<file path="config.mk">
export PLATFORM = sky130hd
export DESIGN_NAME = mips_multicycle_ctrl
export DESIGN_NICKNAME = d
export VERILOG_FILES = /design/src/rtl/mips_ctrl_pkg.sv /design/src/rtl/alu_decoder.sv /design/src/rtl/mips_multicycle_ctrl.sv
export SDC_FILE = /design/constraint.sdc
export NUM_CORES = 1
export LEC_CHECK = 0
export ABC_AREA = 1
export CORE_UTILIZATION = 37
export CTS_BUF_LIST = sky130_fd_sc_hd__clkbuf_2 sky130_fd_sc_hd__clkbuf_4 sky130_fd_sc_hd__clkbuf_8
export DETAILED_ROUTE_END_ITERATION = 8
export GPL_ROUTABILITY_DRIVEN = 1
export PLACE_DENSITY_LB_ADDON = 0.05
export SYNTH_ARGS = -nofsm -noshare
export SYNTH_HDL_FRONTEND = slang
export SYNTH_SLANG_ARGS = --single-unit
</file>
<file path="constraint.sdc">
create_clock -name clk -period 1.6 [get_ports clk]
set_clock_uncertainty 0.05 [all_clocks]
set_input_delay 0.16 -clock clk [delete_from_list [all_inputs] [get_ports clk]]
set_output_delay 0.16 -clock clk [all_outputs]
set_load 0.005 [all_outputs]
</file>
<file path="src/rtl/mips_ctrl_pkg.sv">
// Shared types and constants for the multicycle MIPS control unit.
package mips_ctrl_pkg;

    // Main FSM states; encodings 12..15 are unreachable and recover to fetch
    typedef enum logic [3:0] {
        StFetch   = 4'd0,
        StDecode  = 4'd1,
        StMemAdr  = 4'd2,
        StMemRd   = 4'd3,
        StMemWb   = 4'd4,
        StMemWr   = 4'd5,
        StExecute = 4'd6,
        StAluWb   = 4'd7,
        StBranch  = 4'd8,
        StAddiExe = 4'd9,
        StAddiWb  = 4'd10,
        StJump    = 4'd11
    } state_e;

    // ALU operation class handed from the FSM to the ALU decoder
    typedef enum logic [1:0] {
        AluOpAdd   = 2'd0,
        AluOpSub   = 2'd1,
        AluOpFunct = 2'd2
    } alu_op_e;

    // Opcodes (instr[31:26])
    localparam logic [5:0] OP_RTYPE = 6'b000000;
    localparam logic [5:0] OP_LW    = 6'b100011;
    localparam logic [5:0] OP_SW    = 6'b101011;
    localparam logic [5:0] OP_BEQ   = 6'b000100;
    localparam logic [5:0] OP_ADDI  = 6'b001000;
    localparam logic [5:0] OP_J     = 6'b000010;

    // R-type funct codes (instr[5:0])
    localparam logic [5:0] FUNCT_ADD = 6'b100000;
    localparam logic [5:0] FUNCT_SUB = 6'b100010;
    localparam logic [5:0] FUNCT_AND = 6'b100100;
    localparam logic [5:0] FUNCT_OR  = 6'b100101;
    localparam logic [5:0] FUNCT_SLT = 6'b101010;

    // ALU F encodings
    localparam logic [2:0] ALU_ADD = 3'b010;
    localparam logic [2:0] ALU_SUB = 3'b110;
    localparam logic [2:0] ALU_AND = 3'b000;
    localparam logic [2:0] ALU_OR  = 3'b001;
    localparam logic [2:0] ALU_SLT = 3'b111;

endpackage

</file>
<file path="src/rtl/alu_decoder.sv">
// Combinational ALU decoder: maps the ALUOp class and funct onto the ALU F input.
module alu_decoder
    import mips_ctrl_pkg::*;
(
    input  alu_op_e    i_alu_op,
    input  logic [5:0] i_funct,
    output logic [2:0] o_alu_control,
    output logic       o_funct_illegal
);

    // Translate the operation class; unknown funct falls back to add and flags it
    always_comb begin
        o_alu_control   = ALU_ADD;
        o_funct_illegal = 1'b0;
        case (i_alu_op)
            AluOpAdd: o_alu_control = ALU_ADD;
            AluOpSub: o_alu_control = ALU_SUB;
            AluOpFunct: begin
                case (i_funct)
                    FUNCT_ADD: o_alu_control = ALU_ADD;
                    FUNCT_SUB: o_alu_control = ALU_SUB;
                    FUNCT_AND: o_alu_control = ALU_AND;
                    FUNCT_OR:  o_alu_control = ALU_OR;
                    FUNCT_SLT: o_alu_control = ALU_SLT;
                    default:   o_funct_illegal = 1'b1;
                endcase
            end
            default: o_alu_control = ALU_ADD;
        endcase
    end

endmodule

</file>
<file path="src/rtl/mips_multicycle_ctrl.sv">
// Multicycle MIPS control unit: Moore main FSM plus ALU decoder.
module mips_multicycle_ctrl
    import mips_ctrl_pkg::*;
#(
    parameter bit ENABLE_ADDI = 1'b1,
    parameter bit ENABLE_J    = 1'b1
) (
    input  logic       clk,
    input  logic       reset,
    input  logic [5:0] op,
    input  logic [5:0] funct,
    input  logic       zero,
    output logic       pc_en,
    output logic       iord,
    output logic       mem_write,
    output logic       ir_write,
    output logic       reg_dst,
    output logic       mem_to_reg,
    output logic       reg_write,
    output logic       alu_src_a,
    output logic [1:0] alu_src_b,
    output logic [2:0] alu_control,
    output logic [1:0] pc_src,
    output logic       illegal
);

    state_e     r_state;
    state_e     w_state_next;
    state_e     w_state_eff;
    alu_op_e    w_alu_op;
    logic       w_funct_illegal;
    logic       w_pc_write;
    logic       w_branch;
    logic       w_mem_write;
    logic       w_ir_write;
    logic       w_reg_write;
    logic       w_illegal;

    alu_decoder u_alu_decoder (
        .i_alu_op        (w_alu_op),
        .i_funct         (funct),
        .o_alu_control   (alu_control),
        .o_funct_illegal (w_funct_illegal)
    );

    // State register with synchronous reset to fetch
    always_ff @(posedge clk) begin
        if (reset) begin
            r_state <= StFetch;
        end else begin
            r_state <= w_state_next;
        end
    end

    // While reset is high the outputs decode as fetch so muxes sit at fetch values
    always_comb begin
        w_state_eff = reset ? StFetch : r_state;
    end

    // Next-state and output decode; every output defaults to its idle value
    always_comb begin
        w_state_next = StFetch;
        w_alu_op     = AluOpAdd;
        w_pc_write   = 1'b0;
        w_branch     = 1'b0;
        w_mem_write  = 1'b0;
        w_ir_write   = 1'b0;
        w_reg_write  = 1'b0;
        w_illegal    = 1'b0;
        iord         = 1'b0;
        reg_dst      = 1'b0;
        mem_to_reg   = 1'b0;
        alu_src_a    = 1'b0;
        alu_src_b    = 2'b00;
        pc_src       = 2'b00;
        case (w_state_eff)
            StFetch: begin
                alu_src_b    = 2'b01;
                w_ir_write   = 1'b1;
                w_pc_write   = 1'b1;
                w_state_next = StDecode;
            end
            StDecode: begin
                // Branch target is computed here so it is waiting in ALUOut
                alu_src_b = 2'b11;
                case (op)
                    OP_LW, OP_SW: w_state_next = StMemAdr;
                    OP_RTYPE:     w_state_next = StExecute;
                    OP_BEQ:       w_state_next = StBranch;
                    OP_ADDI: begin
                        if (ENABLE_ADDI) w_state_next = StAddiExe;
                        else             w_illegal    = 1'b1;
                    end
                    OP_J: begin
                        if (ENABLE_J) w_state_next = StJump;
                        else          w_illegal    = 1'b1;
                    end
                    default:      w_illegal = 1'b1;
                endcase
            end
            StMemAdr: begin
                alu_src_a    = 1'b1;
                alu_src_b    = 2'b10;
                w_state_next = (op == OP_SW) ? StMemWr : StMemRd;
            end
            StMemRd: begin
                iord         = 1'b1;
                w_state_next = StMemWb;
            end
            StMemWb: begin
                mem_to_reg  = 1'b1;
                w_reg_write = 1'b1;
            end
            StMemWr: begin
                iord        = 1'b1;
                w_mem_write = 1'b1;
            end
            StExecute: begin
                alu_src_a = 1'b1;
                w_alu_op  = AluOpFunct;
                if (w_funct_illegal) w_illegal    = 1'b1;
                else                 w_state_next = StAluWb;
            end
            StAluWb: begin
                reg_dst     = 1'b1;
                w_reg_write = 1'b1;
            end
            StBranch: begin
                alu_src_a = 1'b1;
                w_alu_op  = AluOpSub;
                pc_src    = 2'b01;
                w_branch  = 1'b1;
            end
            StAddiExe: begin
                alu_src_a    = 1'b1;
                alu_src_b    = 2'b10;
                w_state_next = StAddiWb;
            end
            StAddiWb: begin
                w_reg_write = 1'b1;
            end
            StJump: begin
                pc_src     = 2'b10;
                w_pc_write = 1'b1;
            end
            default: w_state_next = StFetch;
        endcase
    end

    // Enables and the illegal pulse are suppressed while reset is asserted
    always_comb begin
        pc_en     = ~reset & (w_pc_write | (w_branch & zero));
        mem_write = ~reset & w_mem_write;
        ir_write  = ~reset & w_ir_write;
        reg_write = ~reset & w_reg_write;
        illegal   = ~reset & w_illegal;
    end

endmodule

</file>
======== After elaboration in Yosys (flattened, before gate mapping) ========
Index checks and enable logic that the tools add are counted.
storage, ports and cells
  register bits ........................... 4
operators by class
  eq/ne operators ......................... 23
  multiplexer cells ....................... 24
  bitwise operators ....................... 8
  reductions and logical operators ........ 10
operators by type and width
  cell                                                             number
  6-bit == test, second input constant                             7
  4-bit case mux with 6 select lines                               1
  4-bit case mux with 5 select lines                               1
  4-bit by 3-bit == test with 1-bit output, second input constant  4
  4-bit == test, second input constant                             4
  1-bit two-way mux                                                13
  3-bit case mux with 4 select lines                               1
  4-bit by 2-bit == test with 1-bit output, second input constant  2
  2-bit case mux with 2 select lines                               2
  2-bit OR reduction                                               4
  1-bit bitwise AND                                                6
  6-bit by 2-bit == test with 1-bit output, second input constant  1
  6-bit by 3-bit == test with 1-bit output, second input constant  1
  6-bit by 4-bit == test with 1-bit output, second input constant  1
  6-bit zero test                                                  1
  3-bit two-way mux                                                2
  2-bit case mux with 3 select lines                               1
  3-bit case mux with 2 select lines                               1
  6-bit OR reduction                                               1
  5-bit OR reduction                                               1
  4-bit by 1-bit == test with 1-bit output, second input constant  1
  4-bit zero test                                                  1
  4-bit two-way mux                                                1
  4-bit OR reduction                                               1
  other kinds (6)                                                  6

======== Longest topological paths before layout ========
  depth in word-level cells ............... 8
  depth in mapped cells ................... 12
  gate-level depth less buffers ........... 12

======== By module ========
Synthesis repeated with hierarchy kept, for this count alone.
second synthesis, totals
  cell total of the unflattened synthesis .. 117
  area, all modules ....................... 646.9 um^2
by module, submodules not included
  module                times used  cells each  area an instance (um^2)  sequential area each (um^2)
  mips_multicycle_ctrl  1           90          508.0                    80.1
  alu_decoder           1           27          138.9                    0.0

======== Worst setup path after synthesis ========
No wires, ideal clock.
  path kind ............................... register to output
  start ................................... reg r_state[1]
  end ..................................... out alu_control[1]
  data arrival time ....................... 1314 ps
  required time ........................... 1390 ps
  setup slack ............................. 76 ps
  cell stages (with the launch flop) ...... 10
  path through ............................ dfxtp_1 > inv_1 > nor2_2 > nor2_1 > inv_1 > nor2_4 > inv_1 > ha_1 > nor2_1 > o21ai_0
between the ends
  longest elaborated chain between the ends .. 5
RTL lines
  element                                                                    RTL line                    text
  from (decl)                                                                mips_multicycle_ctrl.sv:27  state_e r_state;
  from (signal assigned)                                                     mips_multicycle_ctrl.sv:49  r_state <= StFetch;
  from (signal assigned)                                                     mips_multicycle_ctrl.sv:51  r_state <= w_state_next;
  4-bit two-way mux (*)                                                      mips_multicycle_ctrl.sv:57  w_state_eff = reset ? StFetch : r_state;
  4-bit == test or 4-bit by 3-bit == test with 1-bit output (tied branches)  mips_multicycle_ctrl.sv:76  case (w_state_eff)
  2-bit case mux with 2 select lines (*)                                     mips_multicycle_ctrl.sv:76
  2-bit == test or 2-bit by 1-bit == test with 1-bit output (tied branches)  alu_decoder.sv:15           case (i_alu_op)
  3-bit case mux with 2 select lines (*)                                     alu_decoder.sv:15
  to (decl)                                                                  mips_multicycle_ctrl.sv:22  output logic [2:0] alu_control,
Mark *: on every way between the ends. The rest lies on a longest branch, timed or not.

======== Worst setup path after layout ========
  start ................................... reg r_state[1]
  end ..................................... out alu_control[2]
The elaborated chain is that of the path after synthesis.

==> results.md <==
* # diodes at 0
* Clk slew on worst S/H paths at 40 ps
* Syn_nets at 128
* Failing checks: negative setup slack
* Clock share of power at 30.1%
* GR Util met3 at 0.4255%
* Dpl hpwl at 1587 um
* CTS tree: yes
* Final Setup Violations at 13
* Crit. Startpoint: r_state[1]
* Gpl congestion at 0.9128
* Met1 Track Usage GR at 37.89%
* Layout cells sized above 1 at 54.05%
* Non-Filler Instances at 201
* Arrival time worst endpoint at 1650 ps
* Worst reg2reg path startpoint: r_state[1]
* Synthesis-stage register bit count at 4
* Largest area contributor in the netlist: nor2_1
* H-tree Lvls at 1
* Post-synthesis cell count at 111
* Post-Place Cells at 186
* Vias in the first global route at 1030
* Mapped Area at 618.1 um^2
* Worst-path fanout max at 4
* Sw Pwr at 128.2 uW
* Core Rows at 14
* Die width at 42.87 um
* GRT Total Usage at 33.16%
* # IOs at 31
* Combinational group share of total power at 43.8%
* Relative slew slack at 78.67%
* Die ar. at 1838 um^2
* Seq pwr share at 26.1%
* Min Hold Slack at 340.3 ps
* Synth unique cells at 20
* Post-synth top area share at 15.79%
* Max reg flops at 4
* Largest net degree at the start of global routing at 6
* Most frequent cell after synthesis: nor2_1
* Busiest grt layer: met2
* Worst ir drop on vdd at 0.3671 mV
* Synth top area cells: nor2_1, dfxtp_1, nand2_1, inv_1, nor2_4
* Required time of the critical path at 1390 ps
* Synth Area per Inst at 5.568 um^2
* FMAX at 537.8 MHz
* DRC violations left at 0
* Tmin final at 1859 ps
* Die Ht at 42.87 um
* TritonRoute pass-1 iters at 4
* Pins Over Slew Limit at 0
* Post-route ant nets at 0
* Critical path endpoint category: output port
* Worst Hold Class: input port to flip-flop
* CTS Sinks at 4
* Top flop regs: r_state (4)
* Lkg Pwr at 0.7225 nW
* Top reg by flops: r_state
* Overall power at 404.9 uW
* Tcrit/Tclk final at 116.2%
* RSZ-0062 raised after global routing: yes
* Core ar. at 1541 um^2
* EDFF count, synth at 0
* DR vias/cell at 5.438
* Max cap viols at 0
* Port-buffer cells at 30
* Initial drt markers at 36
* Crit start category: flip-flop
* Util after Layout at 90.75%
* Final WL at 3294 um
* TritonCTS buffer count at 3
* Worst-Skew Late Latency at 230 ps
* Final net count at 204
* Synth Flop Type: dfxtp_1
* Slew @ Worst Pin at 318.8 ps
* Initial Util at 40.10%
* WS Path Type: flip-flop to output port
* GRT met2 Usage at 62.42%
* Max clock buf depth at 2
* Antenna violations before repair at 0
* Post-synth ARST share at 0%
* Area Overhead vs Synth at 126.3%
* Routed length per instance at 16.39 um
* Top cells by count, synth: nor2_1, nand2_1, inv_1
* Switching portion of total power at 31.66%
* Hold-fix buffers, CTS at 0
* Post-synthesis sequential area ratio at 12.96%
* Grt ovf at 0
* Setup ws final at -259.4 ps
* Hold wc startpoint: reset
* Via count at 1093
* P_int at 276.7 uW
* First-pass GRT wire length at 4602 um
* Syn. warnings at 0
* Fin. Hold Viols at 0
* Status: finished with violations
* Fin Setup TNS at -1470 ps
* Root buf cell: clkbuf_4
* Pwr Density at 289.4 nW/um^2
[power by group through the flow]
stage | clock [mW] | combinational [mW] | sequential, mW
2_1_floorplan | 0 | 0.0491 | 0.106
3_3_place_gp | 0 | 0.135 | 0.106
3_5_place_dp | 0 | 0.138 | 0.106
4_1_cts | 0.125 | 0.150 | 0.105
5_1_grt | 0.128 | 0.186 | 0.106
6_report | 0.122 | 0.177 | 0.106
[kinds of logic after synthesis]
group / synth area share, %
simple gates: 61.33
flops: 12.96
buf+inv: 13.76
compound gates: 7.894
fa+ha+maj: 4.048
[routing by layer]
metal,part of all wire [%],up-vias,wire [um]
met5,0,-,0
met4,5.9,0,194
met3,5.6,24,185
met2,51,68,1677
met1,38,501,1237
li1,-,500,-
[repair_timing]
| action | CTS | global route |
|---|---|---|
| endpoints found under the setup margin | 19 | 16 |
| pin swaps | 15 | 16 |
| buffers inserted | 12 | 5 |
| gates resized for setup | 87 | 24 |
| cloned | 0 | 0 |
[worst paths after layout]
path / end / slack, ps / cells after the start
worst max-delay path: alu_control[2] / -260 / 12
worst min-delay path: r_state[0] / 340 / 2
worst max register to register: r_state[0] / -50 / 12
worst min register to register: r_state[0] / 830 / 6
[final cells by class]
type | count | area, um^2
clock buffers | 3 | 22.52
fillers | 74 | 142.6
inverters | 22 | 97.59
multi-input cells | 85 | 588.1
flip-flops and latches | 4 | 83.83
well taps | 16 | 20.02
repair buffers | 71 | 586.8
[cells in the final DEF (no fill, tap or decap), types with 2 or more instances in the layout]
cell type	Yosys	layout
nand2_1	20	18
nor2_2	3	2
nor3_4	0	2
clkbuf_2	0	2
nand3_2	1	3
clkdlybuf4s50_1	0	13
nand4_1	4	4
nor2_1	26	19
o21ai_2	1	2
inv_4	1	4
dlygate4sd2_1	0	4
buf_2	0	8
clkbuf_4	0	3
dfxtp_2	0	3
nor2_4	4	12
a21oi_1	3	3
buf_4	0	33
o21ai_0	5	2
ha_4	0	2
nand2_2	2	3
buf_6	0	10
nand3b_1	2	2
inv_1	18	11
nand3_1	8	6
inv_2	3	6
[stage by stage]
stage	instance area, um^2	setup slack (ps)
floorplan	618.1	75.98
global placement	1156	-743.7
detailed placement	1156	-834.5
CTS	1354	-215.5
global route	1399	-303.7
finish	1399	-259.4
[critical path, cell delays in order (launching register included)]
cell,delay [ps]
dfxtp_2,300
inv_2,80
nor2_4,60
nor2_4,140
inv_2,60
nor2_4,120
inv_2,70
ha_4,170
inv_6,70
nor3_4,40
nor2_1,120
nor2_1,70
buf_2,120
(Power assumes the default switching activity.)
